File: src/rtl/node_pkg.sv
// node_pkg: constants shared by node and its parameter loader, plus the
// loader state encoding.
package node_pkg;

  // Default node geometry, shared with node.
  localparam int unsigned N_INPUTS    = 8;
  localparam int unsigned WEIGHT_BITS = 5;
  localparam int unsigned INPUT_BITS  = 5;
  localparam int unsigned SUM_BITS    = 13;
  localparam int unsigned OUTPUT_BITS = 8;
  localparam int unsigned IDX_BITS    = 4;

  // Loader state encoding.
  localparam logic [1:0] ST_FILL    = 2'd0;
  localparam logic [1:0] ST_PENDING = 2'd1;
  localparam logic [1:0] ST_DRAIN   = 2'd2;

endpackage

File: src/rtl/node_param_loader_if.sv
// node_param_loader_if: valid/ready word stream feeding the parameter loader.
//   s_valid  producer has a word
//   s_data   weight or bias word
//   s_last   final (bias) word of a frame
//   s_ready  loader accepts a word this cycle
// master = word producer, slave = loader.
interface node_param_loader_if
  import node_pkg::*;
#(
  parameter int unsigned WEIGHT_BITS = node_pkg::WEIGHT_BITS
);
  logic                   s_valid;
  logic [WEIGHT_BITS-1:0] s_data;
  logic                   s_last;
  logic                   s_ready;

  modport master (output s_valid, output s_data, output s_last, input  s_ready);
  modport slave  (input  s_valid, input  s_data, input  s_last, output s_ready);
endinterface

File: src/rtl/param_bank.sv
// param_bank: N_WORDS x W register bank with single-word indexed write and a
// whole-bank parallel load (load wins if both are requested).
//   clk, rst_n    clock, async active-low reset (bank clears to 0)
//   i_wr_en       write i_wr_data into word i_wr_idx
//   i_load_en     replace the whole bank with i_load_data
//   o_data        packed bank, word k at [k*W +: W]
module param_bank
  import node_pkg::*;
#(
  parameter int unsigned N_WORDS = N_INPUTS + 1,
  parameter int unsigned W       = WEIGHT_BITS,
  parameter int unsigned IB      = IDX_BITS
) (
  input  logic                 clk,
  input  logic                 rst_n,
  input  logic                 i_wr_en,
  input  logic [IB-1:0]        i_wr_idx,
  input  logic [W-1:0]         i_wr_data,
  input  logic                 i_load_en,
  input  logic [N_WORDS*W-1:0] i_load_data,
  output logic [N_WORDS*W-1:0] o_data
);

  logic [N_WORDS*W-1:0] r_data;

  // Bank storage.
  always_ff @(posedge clk or negedge rst_n) begin
    if (!rst_n) begin
      r_data <= '0;
    end else if (i_load_en) begin
      r_data <= i_load_data;
    end else if (i_wr_en) begin
      for (int unsigned k = 0; k < N_WORDS; k++) begin
        if (i_wr_idx == IB'(k)) begin
          r_data[k*W +: W] <= i_wr_data;
        end
      end
    end
  end

  assign o_data = r_data;

endmodule

File: src/rtl/node_param_loader.sv
// node_param_loader: assembles a serial weight/bias word stream into the
// packed parameter vectors consumed by node. Frames fill a shadow bank and are
// committed atomically into the active bank when hold is low.
//   clk, rst_n    clock, async active-low reset
//   s_if          word stream (slave side)
//   hold          inference controller freezes the active bank while 1
//   weights       active weights, word k at [k*WEIGHT_BITS +: WEIGHT_BITS]
//   bias          active bias
//   params_valid  active bank holds a committed frame (sticky until reset)
//   commit        one-cycle pulse, aligned with new active values appearing
//   frame_err     one-cycle pulse on a short or long frame
//   err_count     saturating frame error count (only with
//                 NODE_PARAM_LOADER_ERR_CNT_EN defined)
module node_param_loader
  import node_pkg::*;
#(
  parameter int unsigned N_INPUTS    = node_pkg::N_INPUTS,
  parameter int unsigned WEIGHT_BITS = node_pkg::WEIGHT_BITS,
  parameter int unsigned IDX_BITS    = node_pkg::IDX_BITS
) (
  input  logic                            clk,
  input  logic                            rst_n,
  node_param_loader_if.slave              s_if,
  input  logic                            hold,
  output logic [N_INPUTS*WEIGHT_BITS-1:0] weights,
  output logic [WEIGHT_BITS-1:0]          bias,
  output logic                            params_valid,
  output logic                            commit,
  output logic                            frame_err
`ifdef NODE_PARAM_LOADER_ERR_CNT_EN
  ,
  output logic [7:0]                      err_count
`endif
);

  localparam int unsigned  LP_BANK_W   = (N_INPUTS + 1) * WEIGHT_BITS;
  localparam logic [IDX_BITS-1:0] LP_BIAS_IDX = IDX_BITS'(N_INPUTS);

  logic [1:0]           r_state;
  logic [1:0]           w_state_nxt;
  logic [IDX_BITS-1:0]  r_idx;
  logic [IDX_BITS-1:0]  w_idx_nxt;
  logic                 r_ready;
  logic                 r_commit;
  logic                 r_frame_err;
  logic                 r_params_valid;
  logic                 w_xfer;
  logic                 w_wr_en;
  logic                 w_err;
  logic                 w_load;
  logic [LP_BANK_W-1:0] w_shadow;
  logic [LP_BANK_W-1:0] w_active;

  assign w_xfer      = s_if.s_valid && r_ready;
  assign s_if.s_ready = r_ready;

  // State and word index registers.
  always_ff @(posedge clk or negedge rst_n) begin
    if (!rst_n) begin
      r_state <= ST_FILL;
      r_idx   <= '0;
    end else begin
      r_state <= w_state_nxt;
      r_idx   <= w_idx_nxt;
    end
  end

  // Next state, shadow write, error and commit decode.
  always_comb begin
    w_state_nxt = r_state;
    w_idx_nxt   = r_idx;
    w_wr_en     = 1'b0;
    w_err       = 1'b0;
    w_load      = 1'b0;
    case (r_state)
      ST_FILL: begin
        if (w_xfer) begin
          if (r_idx < LP_BIAS_IDX) begin
            if (s_if.s_last) begin
              // Short frame: restart; the next frame rewrites every slot.
              w_err     = 1'b1;
              w_idx_nxt = '0;
            end else begin
              w_wr_en   = 1'b1;
              w_idx_nxt = r_idx + IDX_BITS'(1);
            end
          end else if (s_if.s_last) begin
            // Bias word lands in the last bank slot.
            w_wr_en     = 1'b1;
            w_idx_nxt   = '0;
            w_state_nxt = ST_PENDING;
          end else begin
            // Long frame: discard the remainder up to s_last.
            w_err       = 1'b1;
            w_idx_nxt   = '0;
            w_state_nxt = ST_DRAIN;
          end
        end
      end
      ST_PENDING: begin
        if (!hold) begin
          w_load      = 1'b1;
          w_state_nxt = ST_FILL;
        end
      end
      ST_DRAIN: begin
        if (w_xfer && s_if.s_last) begin
          w_idx_nxt   = '0;
          w_state_nxt = ST_FILL;
        end
      end
      default: begin
        w_idx_nxt   = '0;
        w_state_nxt = ST_FILL;
      end
    endcase
  end

  // Registered status outputs; s_ready tracks the state being entered so it
  // stays low through reset and rises on the first clock after release.
  always_ff @(posedge clk or negedge rst_n) begin
    if (!rst_n) begin
      r_ready        <= 1'b0;
      r_commit       <= 1'b0;
      r_frame_err    <= 1'b0;
      r_params_valid <= 1'b0;
    end else begin
      r_ready        <= (w_state_nxt != ST_PENDING);
      r_commit       <= w_load;
      r_frame_err    <= w_err;
      r_params_valid <= r_params_valid | w_load;
    end
  end

  param_bank #(
    .N_WORDS (N_INPUTS + 1),
    .W       (WEIGHT_BITS),
    .IB      (IDX_BITS)
  ) u_shadow (
    .clk         (clk),
    .rst_n       (rst_n),
    .i_wr_en     (w_wr_en),
    .i_wr_idx    (r_idx),
    .i_wr_data   (s_if.s_data),
    .i_load_en   (1'b0),
    .i_load_data ('0),
    .o_data      (w_shadow)
  );

  param_bank #(
    .N_WORDS (N_INPUTS + 1),
    .W       (WEIGHT_BITS),
    .IB      (IDX_BITS)
  ) u_active (
    .clk         (clk),
    .rst_n       (rst_n),
    .i_wr_en     (1'b0),
    .i_wr_idx    ('0),
    .i_wr_data   ('0),
    .i_load_en   (w_load),
    .i_load_data (w_shadow),
    .o_data      (w_active)
  );

`ifdef NODE_PARAM_LOADER_ERR_CNT_EN
  logic [7:0] r_err_cnt;

  // Saturating frame error counter.
  always_ff @(posedge clk or negedge rst_n) begin
    if (!rst_n) begin
      r_err_cnt <= '0;
    end else if (w_err && (r_err_cnt != 8'hFF)) begin
      r_err_cnt <= r_err_cnt + 8'd1;
    end
  end

  assign err_count = r_err_cnt;
`endif

  assign weights      = w_active[N_INPUTS*WEIGHT_BITS-1:0];
  assign bias         = w_active[LP_BANK_W-1 -: WEIGHT_BITS];
  assign params_valid = r_params_valid;
  assign commit       = r_commit;
  assign frame_err    = r_frame_err;

endmodule

File: src/flat_wrapper.sv
// flat-port wrapper written by rule: the top's interface ports become plain ports
module node_param_loader_flat import node_pkg::*;
#(
  parameter int unsigned N_INPUTS    = node_pkg::N_INPUTS,
  parameter int unsigned WEIGHT_BITS = node_pkg::WEIGHT_BITS,
  parameter int unsigned IDX_BITS    = node_pkg::IDX_BITS
)
  (clk, rst_n, hold, weights, bias, params_valid, commit, frame_err, s_if_s_valid, s_if_s_data, s_if_s_last, s_if_s_ready);
  node_param_loader_if #(.WEIGHT_BITS(WEIGHT_BITS)) s_if_i ();
  input  logic clk;
  input  logic rst_n;
  input  logic hold;
  output logic [N_INPUTS*WEIGHT_BITS-1:0] weights;
  output logic [WEIGHT_BITS-1:0] bias;
  output logic params_valid;
  output logic commit;
  output logic frame_err;
  input wire logic [$bits(s_if_i.s_valid)-1:0] s_if_s_valid;
  input wire logic [$bits(s_if_i.s_data)-1:0] s_if_s_data;
  input wire logic [$bits(s_if_i.s_last)-1:0] s_if_s_last;
  output wire logic [$bits(s_if_i.s_ready)-1:0] s_if_s_ready;
  assign s_if_i.s_valid = s_if_s_valid;
  assign s_if_i.s_data = s_if_s_data;
  assign s_if_i.s_last = s_if_s_last;
  assign s_if_s_ready = s_if_i.s_ready;
  node_param_loader #(.N_INPUTS(N_INPUTS), .WEIGHT_BITS(WEIGHT_BITS), .IDX_BITS(IDX_BITS)) u_core (.clk(clk), .rst_n(rst_n), .s_if(s_if_i), .hold(hold), .weights(weights), .bias(bias), .params_valid(params_valid), .commit(commit), .frame_err(frame_err));
endmodule
File: config.mk
export PLATFORM = sky130hd
export DESIGN_NAME = node_param_loader_flat
export DESIGN_NICKNAME = d
export VERILOG_FILES = /design/src/rtl/node_pkg.sv /design/src/rtl/node_param_loader_if.sv /design/src/rtl/param_bank.sv /design/src/rtl/node_param_loader.sv /design/src/flat_wrapper.sv
export SDC_FILE = /design/constraint.sdc
export NUM_CORES = 1
export LEC_CHECK = 0
export ABC_AREA = 1
export BUFFER_PORTS_ARGS = -buffer_cell sky130_fd_sc_hd__buf_2
export CELL_PAD_IN_SITES_DETAIL_PLACEMENT = 1
export CELL_PAD_IN_SITES_GLOBAL_PLACEMENT = 2
export CORE_MARGIN = 5
export CORE_UTILIZATION = 37
export DETAILED_ROUTE_END_ITERATION = 8
export PLACE_DENSITY = 0.8
export SLEW_MARGIN = 15
export SYNTH_ARGS = -nofsm -noshare
export SYNTH_HDL_FRONTEND = slang
export SYNTH_SLANG_ARGS = --single-unit
export TNS_END_PERCENT = 20
File: constraint.sdc
create_clock -name clk -period 1.99 [get_ports clk]
set_input_delay 0.0995 -clock clk [delete_from_list [all_inputs] [get_ports clk]]
set_output_delay 0.0995 -clock clk [all_outputs]
set_load 0.03 [all_outputs]
=== Yosys cells after proc, flatten, opt, wreduce, memory -nomap -nowiden ===
Cells that the tools add are included.

* Mux-type cells: 21
* Reductions and logical operators: 14
* Equal/unequal tests: 13
* Magnitude comparators: 1
* Bitwise operators: 2
* Add/subtract/negate cells: 1

{| class="wikitable"
|+ Operators by type and width
! operator !! number
|-
| AND reduction 2 bit || 9
|-
| == test 4 x 3 -> 1 bit, second input constant || 4
|-
| two-way mux 4 bit || 4
|-
| one-hot mux 4 bit (3 select lines) || 1
|-
| two-way mux 1 bit || 10
|-
| two-way mux 2 bit || 5
|-
| == test 4 x 2 -> 1 bit, second input constant || 2
|-
| != test 2 x 1 -> 1 bit, second input constant || 3
|-
| one-hot mux 2 bit (3 select lines) || 1
|-
| adder 4 x 1 -> 4 bit, second input constant || 1
|-
| == test 4 x 1 -> 1 bit, second input constant || 1
|-
| == test 4 bit, second input constant || 1
|-
| zero test 4 bit || 1
|-
| < comparator 4 bit, second input constant || 1
|-
| AND reduction 3 bit || 1
|-
| == test 2 x 1 -> 1 bit, second input constant || 1
|-
| == test 2 bit, second input constant || 1
|-
| logical AND 1 bit || 2
|-
| zero test 2 bit || 1
|-
| NOT 1 bit || 1
|-
| bitwise OR 1 bit || 1
|}

* Register bits after elaboration: 100
* Output and inout bits: 49
* Logic and storage cells: 68
* Input bits: 10

=== Depth between registers and ports, before layout ===
* Word-level depth: 5
* Mapped depth: 7
* Mapped depth without buffers: 7

=== By module ===
A second synthesis with hierarchy kept.

* Cells, all modules: 697
* Area total of the unflattened synthesis: 5225.0 sq um

{| class="wikitable"
|+ Modules (own cells, without submodules)
! module !! area each (sq um) !! instances !! cells each !! seq. area each (sq um)
|-
| param_bank || 2362.3 || 2 || 321 || 1126.1
|-
| node_param_loader || 500.5 || 1 || 55 || 250.2
|}

=== Worst setup path before layout ===
OpenSTA, ideal clock, no wires.

* Path kind: register to register
* Start: register u_core.r_idx[0]
* End: register u_core.u_shadow.r_data[40] (netlist: u_core.u_shadow.o_data[40])
* Arrival time: 1200 ps
* Library setup time: 117 ps
* Path slack: 673 ps
* Data required time: 1873 ps
* Cell stages (with the launch flop): 8
* Cells stage by stage: dfrtp_1 inv_1 ha_1 inv_1 nor2_1 nand3_2 nand2_1 nand2_1

* Cells in the longest elaborated chain, start to end: 5
* Elaborated cells between the ends (all ways): 6
* Classes of those cells: 1 x order compare; 1 x eq/ne; 3 x mux; 1 x reduce/logical

{| class="wikitable"
|+ RTL lines
! what !! line !! text
|-
| start, declared || node_param_loader.sv:41 || <nowiki>logic [IDX_BITS-1:0] r_idx;</nowiki>
|-
| start signal, assigned || node_param_loader.sv:64 || <nowiki>r_idx <= w_idx_nxt;</nowiki>
|-
| < comparator 4 bit || node_param_loader.sv:78 || <nowiki>if (r_idx < LP_BIAS_IDX) begin</nowiki>
|-
| two-way mux 1 bit || node_param_loader.sv:78 ||
|-
| two-way mux 1 bit || node_param_loader.sv:77 || <nowiki>if (w_xfer) begin</nowiki>
|-
| two-way mux 1 bit || node_param_loader.sv:75 || <nowiki>case (r_state)</nowiki>
|-
| AND reduction 2 bit (no source line) * || - ||
|-
| end signal, assigned || param_bank.sv:31 || <nowiki>r_data <= i_load_data;</nowiki>
|-
| end signal, assigned by index || param_bank.sv:35 || <nowiki>r_data[k*W +: W] <= i_wr_data;</nowiki>
|-
| end, declared || param_bank.sv:24 || <nowiki>logic [N_WORDS*W-1:0] r_data;</nowiki>
|}

Mark *: on every way between the ends. The rest lies on a longest branch, timed or not.
A chain may end at the register's enable or synchronous reset.

=== Worst setup path after layout ===
* Start: register u_core.r_idx[0]
* End: register u_core.u_shadow.r_data[43] (netlist: u_core.u_shadow.o_data[43])

Same word-level chain as after synthesis.

==> flow_metrics.py <==
metrics = {
    "worst_setup_path": {
        "worstSetupEndpointType": "register",
        "cp_slowest_cell": "dfrtp_1",
        "timing.rr.end": "u_core.u_shadow.o_data[43]$_DFFE_PN0P_",
        "worstPathRequired_ps": 2210,
        "rr_startpoint": "u_core.r_idx[0]$_DFFE_PN0P_",
        "rrSetupSlack_ps": 450,
        "cpPeakStageDelay_ps": 450,
        "cp.arrival_ps": 1770,
        "start_kind": "register",
        "worstSetupEndpoint": "u_core.u_shadow.o_data[43]$_DFFE_PN0P_",
        "crit_path_start": "u_core.r_idx[0]$_DFFE_PN0P_",
        "r2r_cells": 7,
        "path_cells": "inv_1, ha_1, inv_1, nor2_1, nand3_2, nand2_1, nand2_1",
        "path_class": "register to register",
        "crit_fanout": 6,
    },
    "synthesis": {
        "synth_cells": 474,
        "synth.top_cell.area_share_pct": 59.93,
        "ys_seq_area_share_pct": 59.93,
        "postSynth.asyncResetShare_pct": 100.0,
        "yosysMostFrequentCell": "nand2_1",
        "synth_top_area_cell": "dfrtp_1",
        "synth.distinct_cells": 20,
        "synth-edff-count": 0,
        "synth_nets": 488,
        "syn_area_sq_mm": 0.004175,
        "syn-mean-instance-area_sq_um": 8.809,
        "ys.flop_type": "dfrtp_1",
        "yosys_warnings": 0,
        "synth_common_cells": "251 x nand2_1, 100 x dfrtp_1, 47 x nand3_1",
        "ys_ff_latch": 100,
        "synthTopCellsByArea": "dfrtp_1 60%, nand2_1 23%, nand3_1 5.6%",
    },
    "grt": {
        "grt_use_total_pct": 16.89,
        "antenna_found_initial": 0,
        "grt_pass1_wl_um": 18010,
        "grt_max_degree": 49,
        "grt-ovfl-total": 0,
        "grt_pass1_vias": 3528,
    },
    "clock_tree": {
        "htree_levels": 3,
        "cts_sinks": 100,
        "cts_tree": "built",
        "clk_pin_slew_worst_paths_ps": 60,
        "post_cts_buffers": 0,
        "cts_buffers": 9,
        "clk_path_buf_depth": 2,
        "worstSkewPairLatency_ps": 340,
        "cts-root-buf": "clkbuf_16",
        "hold_buffers": 1,
        "post_cts_resize_count": 0,
    },
    "drt": {
        "viasPerCell": 4.826,
        "wl_um": 10260,
        "drtAntennaViolNets": 0,
        "wl_per_cell_um": 15.23,
        "drt_iter0_drc": 165,
        "drtPass1Iterations": 4,
        "drc_errors": 0,
        "num_vias": 3253,
    },
    "floorplan": {
        "io_pins": 59,
        "die_area_sq_mm": 0.01351,
        "core_area_sq_mm": 0.01094,
        "start_util_pct": 38.18,
        "die_x_um": 116.2,
        "die_h_um": 116.2,
        "num_rows": 38,
    },
    "sta": {
        "slew_headroom_pct": 66.51,
        "finalSetupTns_ps": 0,
        "fin_crit_ps": 1544,
        "fin_ws_ps": 445.9,
        "rsz0062_at_grt": "no",
        "fmax_ghz": 0.6476,
        "setup_viol": 0,
        "finalCritPeriodShare_pct": 77.59,
        "hold_violations": 0,
        "maxSlewViolCount": 0,
        "tightest_slew_ps": 502.4,
        "fin_skew_ps": 4.125,
    },
    "placed_design": {
        "dp_slack_ps": 451.5,
        "io_buffers": 58,
        "gp_congestion": 0.7987,
        "place_inst": 658,
        "hpwl_um": 7045,
    },
    "job": {
        "drv_cap": 0,
    },
    "cells_and_area": {
        "multi_input_area_sq_mm": 0.001486,
        "area_delta_synth_final_pct": 17.29,
        "final_cells": 674,
        "seq_area_sq_mm": 0.002502,
        "fillers": 1329,
        "nets": 544,
        "insertedDiodeCount": 0,
        "layout-drive-gt1-share_pct": 19.29,
    },
    "pwr": {
        "p_leak_uw": 0.002829,
        "p_per_area_mw_per_mm2": 943.5,
        "irDropWorstVdd_v": 0.0003928,
    },
    "min_path": {
        "min_path_type": "primary input to register",
    },
    "run_status": {
        "outcome": "completed",
    },
}
where the power goes:
part | internal, uW | leakage, uW | total [uW] | switching, uW
clock network | 1070 | 0.000149 | 1790 | 713
logic | 142 | 0.00132 | 450 | 308
registers | 2250 | 0.00136 | 2380 | 133
total | 3470 | 0.00283 | 4620 | 1150
per-stage QoR:
step	area, sq um	util, %	hold WS, ps	power [uW]
5_1_grt	4897	44.78	139.2	4881
3_5_place_dp	4583	41.91	79.08	2882
2_1_floorplan	4175	-	-196.1	2699
6_report	4897	44.78	101.4	4620
4_1_cts	4897	44.78	88.37	4699
3_3_place_gp	4583	41.91	74.34	2859
cells in the final DEF, fill, tap and decap left out:
| cell | instances |
|---|---|
| clkbuf_1 | 2 |
| nor2_1 | 7 |
| nand2_4 | 1 |
| dlygate4sd3_1 | 1 |
| ha_1 | 4 |
| nand3_1 | 47 |
| or2_1 | 1 |
| nand2_2 | 1 |
| dfrtp_1 | 100 |
| inv_2 | 6 |
| o22ai_1 | 1 |
| o21ai_1 | 1 |
| clkbuf_8 | 3 |
| clkbuf_16 | 9 |
| nor2_8 | 1 |
| buf_12 | 2 |
| nand3_2 | 9 |
| bufinv_16 | 1 |
| nor2_2 | 9 |
| nand2_1 | 251 |
| nand4_1 | 5 |
| inv_1 | 11 |
| buf_4 | 4 |
| buf_2 | 57 |
state kept, by name, indices dropped and copies added, names as in the netlist:
register	flops
u_core.u_active.o_data	45
u_core.u_shadow.o_data	45
u_core.r_idx	4
u_core.r_state	2
u_core.commit	1
u_core.frame_err	1
u_core.params_valid	1
u_core.s_if.s_ready	1
per-layer routing:
layer / GRT usage, % / wire, um / vias up
li1: - / - / 1591
met1: 22.97 / 4875 / 1612
met3: 2.539 / 276 / 9
met2: 27.88 / 4976 / 41
met4: 5.336 / 133 / 0
met5: 0 / 0 / -
worst min-delay path by stage:
stage | start | to | slack, ps | cells after the start
global placement | rst_n | u_core.u_active.o_data[5]$_DFFE_PN0P_ | 70 | 1
global route | hold | u_core.r_state[0]$_DFF_PN0_ | 140 | 3
floorplan | rst_n | u_core.commit$_DFF_PN0_ | -200 | 0
finish | hold | u_core.r_state[0]$_DFF_PN0_ | 100 | 3
detailed placement | rst_n | u_core.u_active.o_data[6]$_DFFE_PN0P_ | 80 | 1
CTS | hold | u_core.r_state[0]$_DFF_PN0_ | 90 | 3
logic make-up (layout without fill, tap and decap cells):
kind of cell	count (synthesis)	count (layout)	synth area share (%)
adder cells (fa/ha/maj)	4	4	1.199
flip-flops	100	100	59.93
buffers and inverters	36	96	4.465
AO/OA/AOI/OAI	2	2	0.2697
AND/OR/NAND/NOR	332	332	34.13
layout make-up:
type / count / share of cell area [%]
clock buffer: 14 / 5.595
inverter: 17 / 1.303
multi-input combinational: 338 / 30.35
timing repair buffer: 64 / 7.460
tap: 140 / 3.577
sequential: 100 / 51.10
clock inverter: 1 / 0.6132
worst max-delay path: cells and delay by family, from the launching register on:
family	cells	cell delay (ps)
AND/OR/NAND/NOR	4	640
adder cells (fa/ha/maj)	1	150
flip-flops	1	450
buffers and inverters	2	190
Note: power is estimated with default switching activity, not from simulation.
